File: src/rtl/rtc_set_controller.sv
// rtc_set_controller: debounced set-mode front end for the RTC counters; define RTC_SET_TIMEOUT_EN to abandon an idle SEL.
module rtc_set_controller #(
    parameter int DEB_CYCLES     = 500000,
    parameter int LOAD_CYCLES    = 4,
    parameter int TIMEOUT_CYCLES = 500000000
) (
    input  logic       CLOCK_50,
    input  logic       aclr,
    input  logic       key_set,
    input  logic       key_next,
    input  logic [7:0] sw,
    output logic       enable,
    output logic       load_ms,
    output logic       load_s,
    output logic       load_min,
    output logic [7:0] data,
    output logic [1:0] field,
    output logic       err
);
    localparam int DW = $clog2(DEB_CYCLES + 1);
    localparam int LW = $clog2(LOAD_CYCLES + 1);

    typedef enum logic [1:0] {RUN, SEL, LOAD} state_t;

    state_t        state, state_nx;
    logic [LW-1:0] lcnt;
    logic [1:0]    keys, press;
    logic          set_p, next_p, valid, timeout;
    logic          enable_d, load_ms_d, load_s_d, load_min_d, err_d;
    logic [7:0]    data_d;
    logic [1:0]    field_d;

    assign keys = {key_next, key_set};

    for (genvar k = 0; k < 2; k++) begin : g_key
        logic          s1, s2, level;
        logic [DW-1:0] cnt;
        always_ff @(posedge CLOCK_50 or negedge aclr)
            if (!aclr) begin
                s1    <= 1'b1;
                s2    <= 1'b1;
                level <= 1'b1;
                cnt   <= '0;
            end else begin
                s1 <= keys[k];
                s2 <= s1;
                if (s2 == level) cnt <= '0;
                else if (cnt == DW'(DEB_CYCLES - 1)) begin
                    level <= s2;
                    cnt   <= '0;
                end else cnt <= cnt + 1'b1;
            end
        assign press[k] = level && !s2 && cnt == DW'(DEB_CYCLES - 1);
    end

    assign set_p  = press[0];
    assign next_p = press[1] && !press[0];
    assign valid  = sw[3:0] <= 4'd9 && sw[7:4] <= (field == 2'd0 ? 4'd9 : 4'd5);

`ifdef RTC_SET_TIMEOUT_EN
    localparam int TW = $clog2(TIMEOUT_CYCLES + 1);
    logic [TW-1:0] tcnt;
    always_ff @(posedge CLOCK_50 or negedge aclr)
        if (!aclr) tcnt <= '0;
        else tcnt <= (state != SEL || |press) ? '0 : tcnt + 1'b1;
    assign timeout = tcnt == TW'(TIMEOUT_CYCLES - 1);
`else
    assign timeout = 1'b0 && TIMEOUT_CYCLES > 0;
`endif

    always_ff @(posedge CLOCK_50 or negedge aclr)
        if (!aclr) begin
            state    <= RUN;
            lcnt     <= '0;
            enable   <= 1'b1;
            load_ms  <= 1'b0;
            load_s   <= 1'b0;
            load_min <= 1'b0;
            data     <= 8'h00;
            field    <= 2'd0;
            err      <= 1'b0;
        end else begin
            state    <= state_nx;
            lcnt     <= state == LOAD ? lcnt + 1'b1 : '0;
            enable   <= enable_d;
            load_ms  <= load_ms_d;
            load_s   <= load_s_d;
            load_min <= load_min_d;
            data     <= data_d;
            field    <= field_d;
            err      <= err_d;
        end

    always_comb begin
        state_nx = state;
        case (state)
            RUN:     state_nx = set_p ? SEL : RUN;
            SEL:     state_nx = set_p && valid ? LOAD : timeout ? RUN : SEL;
            LOAD:    state_nx = lcnt == LW'(LOAD_CYCLES - 1) ? RUN : LOAD;
            default: state_nx = RUN;
        endcase
    end

    // Strobes and enable follow the next state so they are registered yet never overlap.
    always_comb begin
        field_d    = state == RUN && set_p ? 2'd0
                   : state == SEL && next_p ? (field == 2'd2 ? 2'd0 : field + 2'd1) : field;
        data_d     = state == SEL && set_p && valid ? sw : data;
        err_d      = state == SEL ? (set_p ? !valid : next_p || timeout ? 1'b0 : err) : err;
        enable_d   = state_nx == RUN;
        load_ms_d  = state_nx == LOAD && field_d == 2'd0;
        load_s_d   = state_nx == LOAD && field_d == 2'd1;
        load_min_d = state_nx == LOAD && field_d == 2'd2;
    end
endmodule

File: config.mk
export PLATFORM = sky130hd
export DESIGN_NAME = rtc_set_controller
export DESIGN_NICKNAME = d
export VERILOG_FILES = /design/src/rtl/rtc_set_controller.sv
export SDC_FILE = /design/constraint.sdc
export NUM_CORES = 1
export LEC_CHECK = 0
export ABC_CLOCK_PERIOD_IN_PS = 2200
export CAP_MARGIN = 30
export CORE_MARGIN = 3
export CORE_UTILIZATION = 47
export DETAILED_ROUTE_END_ITERATION = 8
export DONT_BUFFER_PORTS = 1
export SETUP_SLACK_MARGIN = 0.4
export SLEW_MARGIN = 25
export SYNTH_ARGS = -nofsm -noshare
export SYNTH_HDL_FRONTEND = slang
export SYNTH_SLANG_ARGS = --single-unit
export TNS_END_PERCENT = 10
File: constraint.sdc
create_clock -name CLOCK_50 -period 2.2 [get_ports CLOCK_50]
set_input_delay 0.66 -clock CLOCK_50 [delete_from_list [all_inputs] [get_ports CLOCK_50]]
set_output_delay 0.66 -clock CLOCK_50 [all_outputs]
set_load 0.01 [all_outputs]
== Word level (Yosys, flattened, before mapping) ==
Index checks and enable logic that the tools add are counted.

* Add/sub/neg operators: 4
* Eq/ne operators: 11
* Reduce and logical (&&, ||, !) cells: 26
* Magnitude comparators: 2
* Bitwise logic cells: 2
* Mux-type cells: 15

{| class="wikitable"
|+ Operators with widths
! kind !! count
|-
| 19-bit two-way mux || 4
|-
| 19-bit by 1-bit adder with 19-bit output (second input constant) || 2
|-
| 19-bit equality test (second input constant) || 2
|-
| 1-bit logical AND || 14
|-
| 2-bit two-way mux || 5
|-
| 2-bit equality test (second input constant) || 4
|-
| 2-bit zero test || 4
|-
| 2-bit one-hot mux with 3 select lines || 1
|-
| 2-bit AND reduction || 3
|-
| 2-bit by 1-bit equality test with 1-bit output (second input constant) || 2
|-
| 4-bit <= comparator || 1
|-
| 4-bit <= comparator (second input constant) || 1
|-
| 1-bit zero test || 4
|-
| 4-bit two-way mux || 1
|-
| 3-bit by 1-bit adder with 3-bit output (second input constant) || 1
|-
| 3-bit by 2-bit equality test with 1-bit output (second input constant) || 1
|-
| 1-bit two-way mux || 3
|-
| 3-bit two-way mux || 1
|-
| 2-bit by 1-bit adder with 2-bit output (second input constant) || 1
|-
| 1-bit equality test || 2
|-
| 1-bit NOT || 2
|-
| 2-bit nonzero test || 1
|}

* Bits in registers: 64
* Logic and storage cells: 77
* Input bits: 12

== Longest topological paths before layout ==
Gate-level depths: netlist of the first run.

* Word-level depth: 10
* Mapped depth: 10
* Mapped depth without buffers: 9

== Least setup slack after synthesis of the first run ==
Ideal clock, no wire load.

* Path kind: register -> register
* From: register g_key[1].cnt[6]
* To: register field[1]
* Clock period less this slack: 2.396 ns
* Data arrival time: 2.272 ns
* Setup slack: -0.196 ns
* Library setup time: 0.124 ns
* Cell stages (with the launch flop): 6
* Data required time: 2.076 ns
* Path through: dfrtp_1 -> or4_4 -> or4_4 -> a2111o_1 -> and3_1 -> or2_1

* Longest elaborated chain between the ends: 6

{| class="wikitable"
|+ RTL lines
! what !! RTL line !! source
|-
| start, declared || 37 || <nowiki>logic [DW-1:0] cnt;</nowiki>
|-
| start signal, assigned || 51 || <nowiki>end else cnt <= cnt + 1'b1;</nowiki>
|-
| 19-bit equality test || 53 || <nowiki>assign press[k] = level && !s2 && cnt == DW'(DEB_CYCLES - 1);</nowiki>
|-
| 1-bit logical AND || 53 ||
|-
| 1-bit logical AND || 57 || <nowiki>assign next_p = press[1] && !press[0];</nowiki>
|-
| 1-bit logical AND || 107 || <nowiki>: state == SEL && next_p ? (field == 2'd2 ? 2'd0 : field + 2'd1) : field;</nowiki>
|-
| 2-bit two-way mux || 107 ||
|-
| 2-bit two-way mux || 106 || <nowiki>field_d = state == RUN && set_p ? 2'd0</nowiki>
|-
| net field_d[1] || 31 || <nowiki>logic [1:0] field_d;</nowiki>
|-
| end signal, assigned || 90 || <nowiki>field <= field_d;</nowiki>
|-
| end, declared || 17 || <nowiki>output logic [1:0] field,</nowiki>
|}

The timed path passes the listed nets, and every way through them passes these cells.
A chain may end at the register's enable or synchronous reset.

== Final worst setup path of the first run ==
* From: register g_key[1].cnt[11]
* To: register load_s

* Longest elaborated chain between the ends: 8

{| class="wikitable"
|+ RTL lines
! what !! RTL line !! source
|-
| 19-bit equality test || 53 ||
|-
| 1-bit logical AND || 53 ||
|-
| 1-bit logical AND || 57 ||
|-
| 1-bit logical AND || 107 ||
|-
| 2-bit two-way mux || 107 ||
|-
| 2-bit two-way mux || 106 ||
|-
| 2-bit by 1-bit equality test with 1-bit output || 112 || <nowiki>load_s_d = state_nx == LOAD && field_d == 2'd1;</nowiki>
|-
| 1-bit logical AND || 112 ||
|-
| net load_s_d || 29 || <nowiki>logic enable_d, load_ms_d, load_s_d, load_min_d, err_d;</nowiki>
|-
| end signal, assigned || 87 || <nowiki>load_s <= load_s_d;</nowiki>
|-
| end, declared || 14 || <nowiki>output logic load_s,</nowiki>
|}

The timed path passes the listed nets, and every way through them passes these cells.

==> results of run 1 <==
## layout make-up
cell class                      count  area (µm²)
Tap cell                           75        93.8
Multi-Input combinational cell    209        1440
Timing Repair Buffer               21         180
Sequential cell                    64        1610
Clock inverter                      5        55.1
Inverter                           13        48.8
Clock buffer                       11         151
Fill cell                         512        2510
## report_power, final
part,switching (W),internal (W)
Clock,0.000458,0.000581
Sequential,0.0000128,0.00120
Combinational,0.0000446,0.0000340
## metal layers
metal  track usage  routed length, µm  vias to the layer above
met2         0.253               2660                       24
li1              -                  -                     1058
met5             0                  0                        -
met1         0.248               2980                     1018
met4        0.0765                 86                        0
met3        0.0342                150                        8
## worst paths after layout
kind                                        end        startpoint
worst min register to register      g_key[1].s2       g_key[1].s1
max in group asynchronous       g_key[1].cnt[8]              aclr
worst min-delay path                   field[1]              aclr
min in group CLOCK_50               g_key[0].s1           key_set
worst max register to register           load_s  g_key[1].cnt[11]
worst max-delay path                     load_s  g_key[1].cnt[11]
## cells in the mapped netlist, types with 2 or more instances
cell type	count
a21oi_1	4
and3_1	8
and4_1	8
and4b_1	3
clkbuf_1	4
dfrtp_1	57
dfstp_2	7
ha_1	8
inv_1	13
mux2_2	9
nand2_1	16
nand2b_1	2
nand3_1	16
nand4_1	9
nor2_1	49
nor2b_1	4
nor3_1	12
nor3b_1	2
nor4bb_1	2
o21ai_0	5
or3_1	3
or4_4	2
xnor2_1	17
xor2_1	15
## logic make-up after synthesis
kind of cell | count (synthesis)
buf+inv | 18
compound gates | 17
fa+ha+maj | 8
simple gates | 143
flops | 64
xor+xnor | 32
mux | 9
## per-stage QoR
stage | setup TNS [ns] | instance area, µm² | hold WS, ns | total power, W
5_1_grt | -0.664 | 3580 | 0.000832 | 0.00241
2_1_floorplan | -0.328 | 3060 | 0.345 | 0.00127
3_5_place_dp | -0.545 | 3260 | 0.349 | 0.00129
6_report | -0.313 | 3580 | 0.0196 | 0.00233
3_3_place_gp | -0.370 | 3260 | 0.347 | 0.00129
4_1_cts | -0.317 | 3540 | 0.00280 | 0.00235
## critical path: stages, from the launching register on
cell      delay (ns)
dfrtp_1         0.38
or4_4           0.53
or4_4           0.43
a2111o_1        0.45
or2_0           0.27
a211oi_2        0.17
## registers in the layout (all words and copies together) (netlist names), 2 cells and up
register,cells
field,2
g_key.s1,2
g_key.cnt,38
g_key.level,2
state,2
data,8
g_key.s2,2
lcnt,3
## cell usage in the layout, fill, tap and decap left out, types with 3 or more instances in the layout
master and count:
dfrtp_1 56, nor2_1 48, xnor2_1 17, buf_4 17, nand2_1 16, nand3_1 16
xor2_1 15, inv_1 12, clkbuf_8 11, nor3_1 9, nand4_1 9, and3_1 8
and4_1 8, dfstp_2 7, mux2_2 6, ha_1 6, o21ai_0 5, nor2b_1 4
or3_1 3, a21oi_1 3, mux2_4 3
## what timing repair did
action / CTS / global route
pin swaps: 3 / 4
gates cloned: 0 / 0
resized for setup: 7 / 8
endpoints found under the hold margin: 27 / 0
buffers inserted: 1 / 0
hold buffers: 2 / 0
endpoints found under the setup margin: 34 / 55
==> results.py, run 1 <==
metrics = {
    "clock_tree": {
        "clock_sink_count": 64,
        "numCtsBuffers": 9,
        "tritoncts": "built",
        "cts-root-buf": "clkbuf_8",
        "worst_skew_pair.late_latency_ns": 0.34,
        "cts_max_path_buffers": 2,
        "cts_h_tree_depth": 3,
        "cts.reportedPaths.clkPinSlew_ns": 0.07,
    },
    "run_status": {
        "run_status": "finished, violations left",
        "failed_checks": "negative setup slack",
    },
    "synthesis": {
        "synth_ff_type": "dfrtp_1",
        "synthXorXnorAreaFrac": 0.0924,
        "synth.top_cells.by_area": "dfrtp_1 47%, dfstp_2 6.1%, nor2_1 6.1%, xnor2_1 4.9%, xor2_1 4.3%",
        "post_synth_fa_ha_maj_area_fraction": 0.0330,
        "netlist_area_mm2": 0.00303,
        "post_synth_and_or_nand_nor_area_fraction": 0.250,
        "synth_cell_type_count": 40,
        "post_synth_inst_count": 291,
        "synth.yosys.warnings": 0,
        "synth_seq_cells": 64,
        "synth-async-reset-ratio": 1.00,
        "yosysTopAreaCellShare": 0.470,
        "syn_nets": 311,
        "post_synth.cell_area_avg_um2": 10.4,
        "ys_seq_area_frac": 0.531,
        "synth.area.mux_share": 0.0334,
        "post-synth-top-area-cell": "dfrtp_1",
        "synth-edff-count": 0,
        "synth-compound-area-share": 0.0371,
        "dominant_combinational_cell_family_by_area_after_synthesis": "simple AND/OR/NAND/NOR gates",
    },
    "place": {
        "dpl_worst_slack_ns": -0.0989,
        "placed_cells_incl_taps": 379,
        "buffer_ports.inserted": 0,
        "place_hpwl_mm": 3.87,
        "finalWeightedCongestion": 0.788,
    },
    "detailed_routing": {
        "final_antenna_net_count": 0,
        "avgRoutedWirePerCell_um": 14.8,
        "initialDrtViolationCount": 80,
        "post-route-drc-count": 0,
        "drt_pass1_iterations": 4,
        "detail_route.wirelength_mm": 5.87,
        "avgViaCountPerCell": 5.30,
        "num_vias": 2108,
    },
    "pwr": {
        "ir_drop_mv": 0.410,
        "power.static_leakage_nw": 1.59,
        "power_density_mw_per_mm2": 650,
    },
    "global_routing": {
        "grt_start_max_net_pins": 39,
        "grt_antenna_before_repair": 0,
        "grt_pass1_wl_mm": 9.98,
        "grt_use_total": 0.173,
        "grt_pass1_vias": 2059,
        "grt_overflow_total": 0,
    },
    "cells_and_area": {
        "area_delta_synth_final_pct": 18.1,
        "layout.cells.non_filler": 398,
        "final_util": 0.587,
        "final_nets": 338,
        "fraction_of_final_layout_cells_sized_beyond_drive_strength_1": 0.211,
        "antennaDiodeCount": 0,
    },
    "floorplan": {
        "core.rowCount": 28,
        "dieArea_mm2": 0.00745,
        "die_h_um": 86.3,
        "core_region_area_mm2": 0.00610,
        "die_width_um": 86.3,
        "start_util": 0.497,
        "io-pin-count": 27,
    },
    "sta": {
        "hold_violations": 0,
        "final_min_period_over_clock_period": 1.05,
        "post_layout_minimum_cycle_time_ns": 2.31,
        "grt_setup_unrepaired": "yes",
        "slew_headroom": 0.780,
        "setup-violations-final": 5,
        "max_freq_mhz": 432,
        "setup_ws_ns": -0.113,
        "clock-skew-final_ns": 0.0107,
        "tightestPinTransition_ns": 0.328,
        "report.final.slew_viol_count": 0,
    },
    "setup_path": {
        "ff2ff_path_depth": 5,
        "critical_path_required_ns": 2.45,
        "critical_path.endpoint_type": "register",
        "critical_path_class": "reg -> reg",
        "arrival_ns": 2.56,
        "critical_path.startpoint_type": "register",
        "r2r_slack_ns": -0.11,
        "max_fanout_on_critical_path": 7,
    },
    "run": {
        "drv_cap": 0,
    },
    "hold_path": {
        "worstHoldPathType": "in -> async",
    },
}
Power figures use the tool's default switching activity.
==> run 2: changes to the inputs <==
--- a/config.mk
+++ b/config.mk
@@ -9,6 +9,7 @@
 export CAP_MARGIN = 30
 export CORE_MARGIN = 3
 export CORE_UTILIZATION = 47
+export CTS_BUF_LIST = sky130_fd_sc_hd__clkbuf_16
 export DETAILED_ROUTE_END_ITERATION = 8
 export DONT_BUFFER_PORTS = 1
 export SETUP_SLACK_MARGIN = 0.4
==> run 2 against run 1 <==
Net effect:
- hold slack gained 0.0087 ns
- critical path type unchanged
- wire length is 5.5% lower
- clock power increased by 31%
- sequential power hardly changed
- flip-flop and latch count is the same
- the run still ends with negative setup slack left
==> results.py, run 2 (same netlist as run 1, synthesis figures left out) <==
metrics = {
    "run_status": {
        "run_status": "finished, violations left",
        "failed_checks": "negative setup slack",
    },
    "sta": {
        "clock-skew-final_ns": 0.00817,
        "grt_setup_unrepaired": "yes",
        "max_freq_mhz": 433,
        "setup-violations-final": 4,
        "hold_violations": 0,
        "tightestPinTransition_ns": 0.332,
        "report.final.slew_viol_count": 0,
        "post_layout_minimum_cycle_time_ns": 2.31,
        "slew_headroom": 0.777,
        "whs_ns": 0.0283,
        "setup_ws_ns": -0.107,
        "timing.setup.tns_ns": -0.283,
        "final_min_period_over_clock_period": 1.05,
    },
    "detailed_routing": {
        "highest_layer": "met4",
        "num_vias": 2070,
        "detail_route.wirelength_mm": 5.55,
        "avgRoutedWirePerCell_um": 14.0,
        "avgViaCountPerCell": 5.23,
        "drt_pass1_iterations": 4,
        "route.met2.wl_mm": 2.41,
        "post-route-drc-count": 0,
        "met3_length_um": 143,
        "drt-met1-wl_mm": 2.87,
        "initialDrtViolationCount": 87,
        "final_antenna_net_count": 0,
    },
    "pwr": {
        "net-switching-power_w": 0.000539,
        "internal_power_w": 0.00209,
        "ir_drop_mv": 0.445,
        "pwr-share-comb": 0.024,
        "p_seq_frac": 0.461,
        "power.static_leakage_nw": 1.61,
        "p_clk_frac": 0.516,
        "power_density_mw_per_mm2": 725,
        "power.share.switching": 0.205,
    },
    "setup_path": {
        "worst-path-buf-inv": 0,
        "r2r_slack_ns": -0.11,
        "critical_path.slowest_cell": "or4_4",
        "arrival_ns": 2.54,
        "cell_chain_of_the_critical_path": "or4_4 -> or4_4 -> a2111o_1 -> or2_0 -> a211oi_2",
        "critical_path.top_delay_family": "simple AND/OR/NAND/NOR gates",
        "critical_path.endpoint_type": "register",
        "max_fanout_on_critical_path": 7,
        "critPathMostFrequentCell": "or4_4",
        "critical_path_required_ns": 2.43,
        "critical_path.max_stage_delay_ns": 0.53,
        "critical_path_class": "reg -> reg",
        "critical_path.startpoint_type": "register",
    },
    "floorplan": {
        "start_util": 0.497,
        "io-pin-count": 27,
        "die_h_um": 86.3,
        "die_width_um": 86.3,
        "core.rowCount": 28,
        "dieArea_mm2": 0.00745,
        "core_region_area_mm2": 0.00610,
    },
    "cells_and_area": {
        "layout_commonest_cell": "dfrtp_1",
        "fraction_of_final_layout_cells_sized_beyond_drive_strength_1": 0.202,
        "area_delta_synth_final_pct": 19.7,
        "layout.cells.most_common_list": "56 x dfrtp_1, 48 x nor2_1, 17 x xnor2_1, 17 x buf_4",
        "number_of_flip_flops_under_the_largest_register_name": 38,
        "regs_by_ff_count": "g_key.cnt (38), data (8), lcnt (3)",
        "fillerInstances": 508,
        "final_nets": 336,
        "antennaDiodeCount": 0,
        "top_register_by_number_of_flip_flops": "g_key.cnt",
    },
    "clock_tree": {
        "cts-root-buf": "clkbuf_16",
        "clock_sink_count": 64,
        "cts_hold_repair.buffers": 0,
        "cts.reportedPaths.clkPinSlew_ns": 0.06,
        "cts_max_path_buffers": 2,
        "cts_h_tree_depth": 3,
        "worst_skew_pair.late_latency_ns": 0.32,
        "numCtsBuffers": 9,
        "tritoncts": "built",
    },
    "place": {
        "finalWeightedCongestion": 0.788,
        "place_hpwl_mm": 3.87,
        "buffer_ports.inserted": 0,
    },
    "global_routing": {
        "grt_overflow_total": 0,
        "grt_use_total": 0.167,
        "grt_pass1_wl_mm": 9.69,
        "grt_start_max_net_pins": 65,
        "grt_pass1_vias": 2038,
        "grt_antenna_before_repair": 0,
    },
    "hold_path": {
        "worstHoldPathType": "in -> async",
    },
    "run": {
        "drv_cap": 0,
    },
}
run 2: cell types whose count changed in the layout (fill, tap and decap cells not counted):
| cell | change |
|---|---|
| clkbuf_16 | +9 |
| mux2_2 | +1 |
| clkinv_1 | +2 |
| clkbuf_8 | -11 |
| buf_12 | -1 |
| mux2_4 | -1 |
| dlygate4sd3_1 | -1 |
run 2: cell type report:
class,instances,area [µm²],area share
Sequential cell,64,1610,0.444
Clock buffer,9,225,0.0621
Tap cell,75,93.8,0.0259
Multi-Input combinational cell,209,1440,0.396
Timing Repair Buffer,19,150,0.0414
Inverter,13,48.8,0.0134
Clock inverter,7,62.6,0.0172
run 2: what timing repair did:
action | in CTS | in global routing
setup endpoints to repair | 34 | 55
hold endpoints to repair | 0 | 0
resized for setup | 7 | 7
pin swaps | 3 | 4
setup buffers | 1 | 0
run 2: power by group through the flow:
stage,clock network (W),registers (W),logic [W]
after global routing,0.00145,0.00121,0.0000719
after global placement,0,0.00123,0.0000550
after CTS,0.00140,0.00121,0.0000600
after floorplan,0,0.00123,0.0000403
final,0.00136,0.00121,0.0000623
after detailed placement,0,0.00123,0.0000559
run 2: final timing paths:
check	endpoint	start	cells past startpoint
setup / recovery	load_s	g_key[1].cnt[11]	5
hold / removal	g_key[0].cnt[15]	aclr	0
setup reg to reg	load_s	g_key[1].cnt[11]	5
hold reg to reg	g_key[1].s2	g_key[1].s1	0
max in group asynchronous	g_key[0].s1	aclr	0
min in group CLOCK_50	g_key[0].s1	key_set	0
run 2: per-stage QoR:
stage,utilization,instances,total power [W],setup WS [ns],area (µm²)
after global placement,0.535,379,0.00129,-0.0818,3260
after detailed placement,0.535,379,0.00129,-0.0989,3260
after CTS,0.589,396,0.00267,-0.111,3590
final,0.595,396,0.00263,-0.107,3630
after global routing,0.595,396,0.00273,-0.174,3630
after floorplan,-,291,0.00127,-0.0564,3060
run 2: worst reg2reg max path: cells and delay by family, from the launching register on:
kind | cells | cell delay (ns)
flops | 1 | 0.37
compound gates | 2 | 0.62
simple gates | 3 | 1.23
run 2: metal layers:
layer | vias to the layer above | GRT usage
li1 | 1059 | -
met1 | 972 | 0.242
met2 | 29 | 0.232
met3 | 10 | 0.0342
met4 | 0 | 0.0977
met5 | - | 0
==> run 3: changes to the inputs <==
--- a/config.mk
+++ b/config.mk
@@ -5,14 +5,14 @@
 export SDC_FILE = /design/constraint.sdc
 export NUM_CORES = 1
 export LEC_CHECK = 0
-export ABC_CLOCK_PERIOD_IN_PS = 2200
+export ABC_AREA = 1
+export ABC_CLOCK_PERIOD_IN_PS = 2400
 export CAP_MARGIN = 30
 export CORE_MARGIN = 3
 export CORE_UTILIZATION = 47
 export CTS_BUF_LIST = sky130_fd_sc_hd__clkbuf_16
 export DETAILED_ROUTE_END_ITERATION = 8
 export DONT_BUFFER_PORTS = 1
-export SETUP_SLACK_MARGIN = 0.4
 export SLEW_MARGIN = 25
 export SYNTH_ARGS = -nofsm -noshare
 export SYNTH_HDL_FRONTEND = slang
==> constraint.sdc (replaced) <==
create_clock -name CLOCK_50 -period 2.4 [get_ports CLOCK_50]
set_input_delay 0.72 -clock CLOCK_50 [delete_from_list [all_inputs] [get_ports CLOCK_50]]
set_output_delay 0.72 -clock CLOCK_50 [all_outputs]
set_load 0.01 [all_outputs]
==> run 3 against run 2 <==
Net effect:
- the run now ends clean
- synthesized cell count up 38%
- combinational power down 27%
- worst setup slack gained 0.49 ns
- clock power shrank 15%
- via count increased by 25%
- cell count is 29% higher
- power down 12%
- first-iteration DRC count is 34% higher
- synthesized area is 8.9% higher
- global-route usage increased by 0.80 points
- critical path type unchanged
- largest power group unchanged
==> results.py, run 3 <==
metrics = {
    "run_status": {
        "run_status": "completed",
    },
    "cells_and_area": {
        "number_of_flip_flops_under_the_largest_register_name": 38,
        "fillerInstances": 614,
        "antennaDiodeCount": 0,
        "top_register_by_number_of_flip_flops": "g_key.cnt",
        "layout.cells.most_common_list": "87 x nand2_1, 72 x nor2_1, 57 x dfrtp_1",
        "regs_by_ff_count": "g_key.cnt (38), data (8), lcnt (3)",
        "final_util": 0.562,
        "layout.cells.non_filler": 510,
        "layout_commonest_cell": "nand2_1",
        "fraction_of_final_layout_cells_sized_beyond_drive_strength_1": 0.113,
        "area_delta_synth_final_pct": 11.8,
        "final_nets": 432,
    },
    "sta": {
        "setup-violations-final": 0,
        "hold_violations": 0,
        "max_freq_mhz": 495,
        "clock-skew-final_ns": 0.00827,
        "report.final.slew_viol_count": 0,
        "timing.setup.tns_ns": 0,
        "post_layout_minimum_cycle_time_ns": 2.02,
        "slew_headroom": 0.714,
        "grt_setup_unrepaired": "no",
        "tightestPinTransition_ns": 0.428,
        "final_min_period_over_clock_period": 0.842,
    },
    "floorplan": {
        "die_width_um": 89.8,
        "core.rowCount": 29,
        "io-pin-count": 27,
        "dieArea_mm2": 0.00807,
        "start_util": 0.503,
        "die_h_um": 89.8,
        "core_region_area_mm2": 0.00657,
    },
    "detailed_routing": {
        "num_vias": 2591,
        "avgViaCountPerCell": 5.08,
        "avgRoutedWirePerCell_um": 13.0,
        "drt_pass1_iterations": 4,
        "post-route-drc-count": 0,
        "final_antenna_net_count": 0,
        "initialDrtViolationCount": 117,
        "detail_route.wirelength_mm": 6.61,
    },
    "clock_tree": {
        "clock_sink_count": 64,
        "post-cts-setup-buffers": 0,
        "cts_hold_repair.buffers": 0,
        "cts_h_tree_depth": 3,
        "cts_max_path_buffers": 2,
        "cts.reportedPaths.clkPinSlew_ns": 0.05,
        "numCtsBuffers": 9,
        "cts_resized": 0,
        "worst_skew_pair.late_latency_ns": 0.32,
        "tritoncts": "built",
        "cts-root-buf": "clkbuf_16",
    },
    "setup_path": {
        "worst-path-buf-inv": 4,
        "critical_path_startpoint": "field[1]",
        "number_of_stages_on_the_worst_setup_path": 12,
        "critical_path.startpoint_type": "register",
        "critical_path.endpoint_type": "register",
        "critical_path_class": "reg -> reg",
        "critical_path_required_ns": 2.66,
        "max_fanout_on_critical_path": 10,
        "r2r-start": "field[1]",
        "critical_path.top_delay_family": "simple AND/OR/NAND/NOR gates",
        "cell_chain_of_the_critical_path": "nor2_1 -> inv_1 -> ha_1 -> nand2_1 -> inv_1 -> o21ai_0 -> nand3_1 -> inv_1 -> nand4_4 -> clkinv_2 -> nand2_1 -> nand2_1",
        "arrival_ns": 2.28,
        "critical_path.slowest_cell": "dfrtp_1",
        "ff2ff_path_depth": 12,
        "critical_path.max_stage_delay_ns": 0.44,
    },
    "synthesis": {
        "synth.top_cells.by_area": "dfrtp_1 43%, nand2_1 9.9%, nor2_1 8.2%, dfstp_2 5.6%, inv_1 5.2%",
        "synth.most_common_cell": "nand2_1",
        "synth-edff-count": 0,
        "netlist_area_mm2": 0.00330,
        "synth_ff_type": "dfrtp_1",
        "synth-async-reset-ratio": 1.00,
        "syn_nets": 421,
        "post_synth_most_frequent_cells": "87 x nand2_1, 72 x nor2_1, 57 x dfrtp_1",
        "post_synth.cell_area_avg_um2": 8.23,
        "post_synth_inst_count": 401,
        "synth_cell_type_count": 35,
        "synth.yosys.warnings": 0,
        "post-synth-top-area-cell": "dfrtp_1",
        "yosysTopAreaCellShare": 0.432,
        "synth_seq_cells": 64,
        "ys_seq_area_frac": 0.488,
    },
    "global_routing": {
        "grt_pass1_vias": 2493,
        "grt_start_max_net_pins": 65,
        "grt_use_total": 0.176,
        "grt_pass1_wl_mm": 11.6,
        "grt_overflow_total": 0,
        "grt_antenna_before_repair": 0,
    },
    "place": {
        "placed_cells_incl_taps": 494,
        "buffer_ports.inserted": 0,
        "finalWeightedCongestion": 0.867,
        "place_hpwl_mm": 4.82,
    },
    "pwr": {
        "power.static_leakage_nw": 1.70,
        "power_density_mw_per_mm2": 625,
        "ir_drop_mv": 0.469,
    },
    "hold_path": {
        "worstHoldPathType": "in -> async",
    },
    "run": {
        "drv_cap": 0,
    },
}
-- run 3: cell count changes after synthesis, moves of 5 or more --
cell | before | now
a31oi_1 | 0 | 5
and3_1 | 8 | 0
and4_1 | 8 | 0
inv_1 | 13 | 46
mux2_2 | 9 | 0
nand2_1 | 16 | 87
nand3_1 | 16 | 30
nor2_1 | 49 | 72
nor3_1 | 12 | 17
xnor2_1 | 17 | 4
xor2_1 | 15 | 10
-- run 3: stage by stage --
stage | power, W | cell area (µm²) | hold slack (ns) | setup slack (ns)
4_1_cts | 0.00233 | 3690 | 0.0816 | 0.352
3_5_place_dp | 0.00117 | 3430 | 0.349 | 0.336
3_3_place_gp | 0.00117 | 3430 | 0.348 | 0.408
5_1_grt | 0.00240 | 3690 | 0.0709 | 0.132
6_report | 0.00231 | 3690 | 0.0944 | 0.380
2_1_floorplan | 0.00115 | 3300 | 0.345 | 0.520
-- run 3: area by class of cell --
type                    count  area (µm²)  area share
well taps                  93         116      0.0315
clock inverters             7        40.0      0.0108
repair buffers              2        15.0     0.00407
clock buffers               9         225      0.0610
inverters                  49         185      0.0502
multi-input cells         286        1500       0.406
flip-flops and latches     64        1610       0.436
-- run 3: report_power, final --
part | internal (W) | total (W) | switching (W) | leakage, nW
combinational | 0.0000164 | 0.0000456 | 0.0000292 | 0.714
clock | 0.000686 | 0.00116 | 0.000469 | 0.128
sequential | 0.00109 | 0.00110 | 0.0000103 | 0.860
-- run 3: logic make-up (layout without fill, tap and decap cells) --
kind of cell    after synthesis  after routing  share of synthesized area
xor+xnor                     14             14                     0.0371
flops                        64             64                      0.488
buf+inv                      51             67                     0.0584
compound gates               26             26                     0.0477
simple gates                238            238                      0.339
fa+ha+maj                     8              8                     0.0303
-- run 3: layer usage --
metal  wire [µm]  global-route usage
met1        3240               0.239
met2        2950               0.264
met3         374              0.0701
met4          50              0.0421
met5           0                   0
-- run 3: worst paths after layout --
path                              endpoint  slack [ns]
max                                data[3]        0.38
min                        g_key[0].cnt[8]        0.09
max reg2reg                        data[3]        0.38
min reg2reg                    g_key[1].s2        0.35
max in group asynchronous   g_key[1].level        2.11
min in group CLOCK_50          g_key[1].s2        0.35
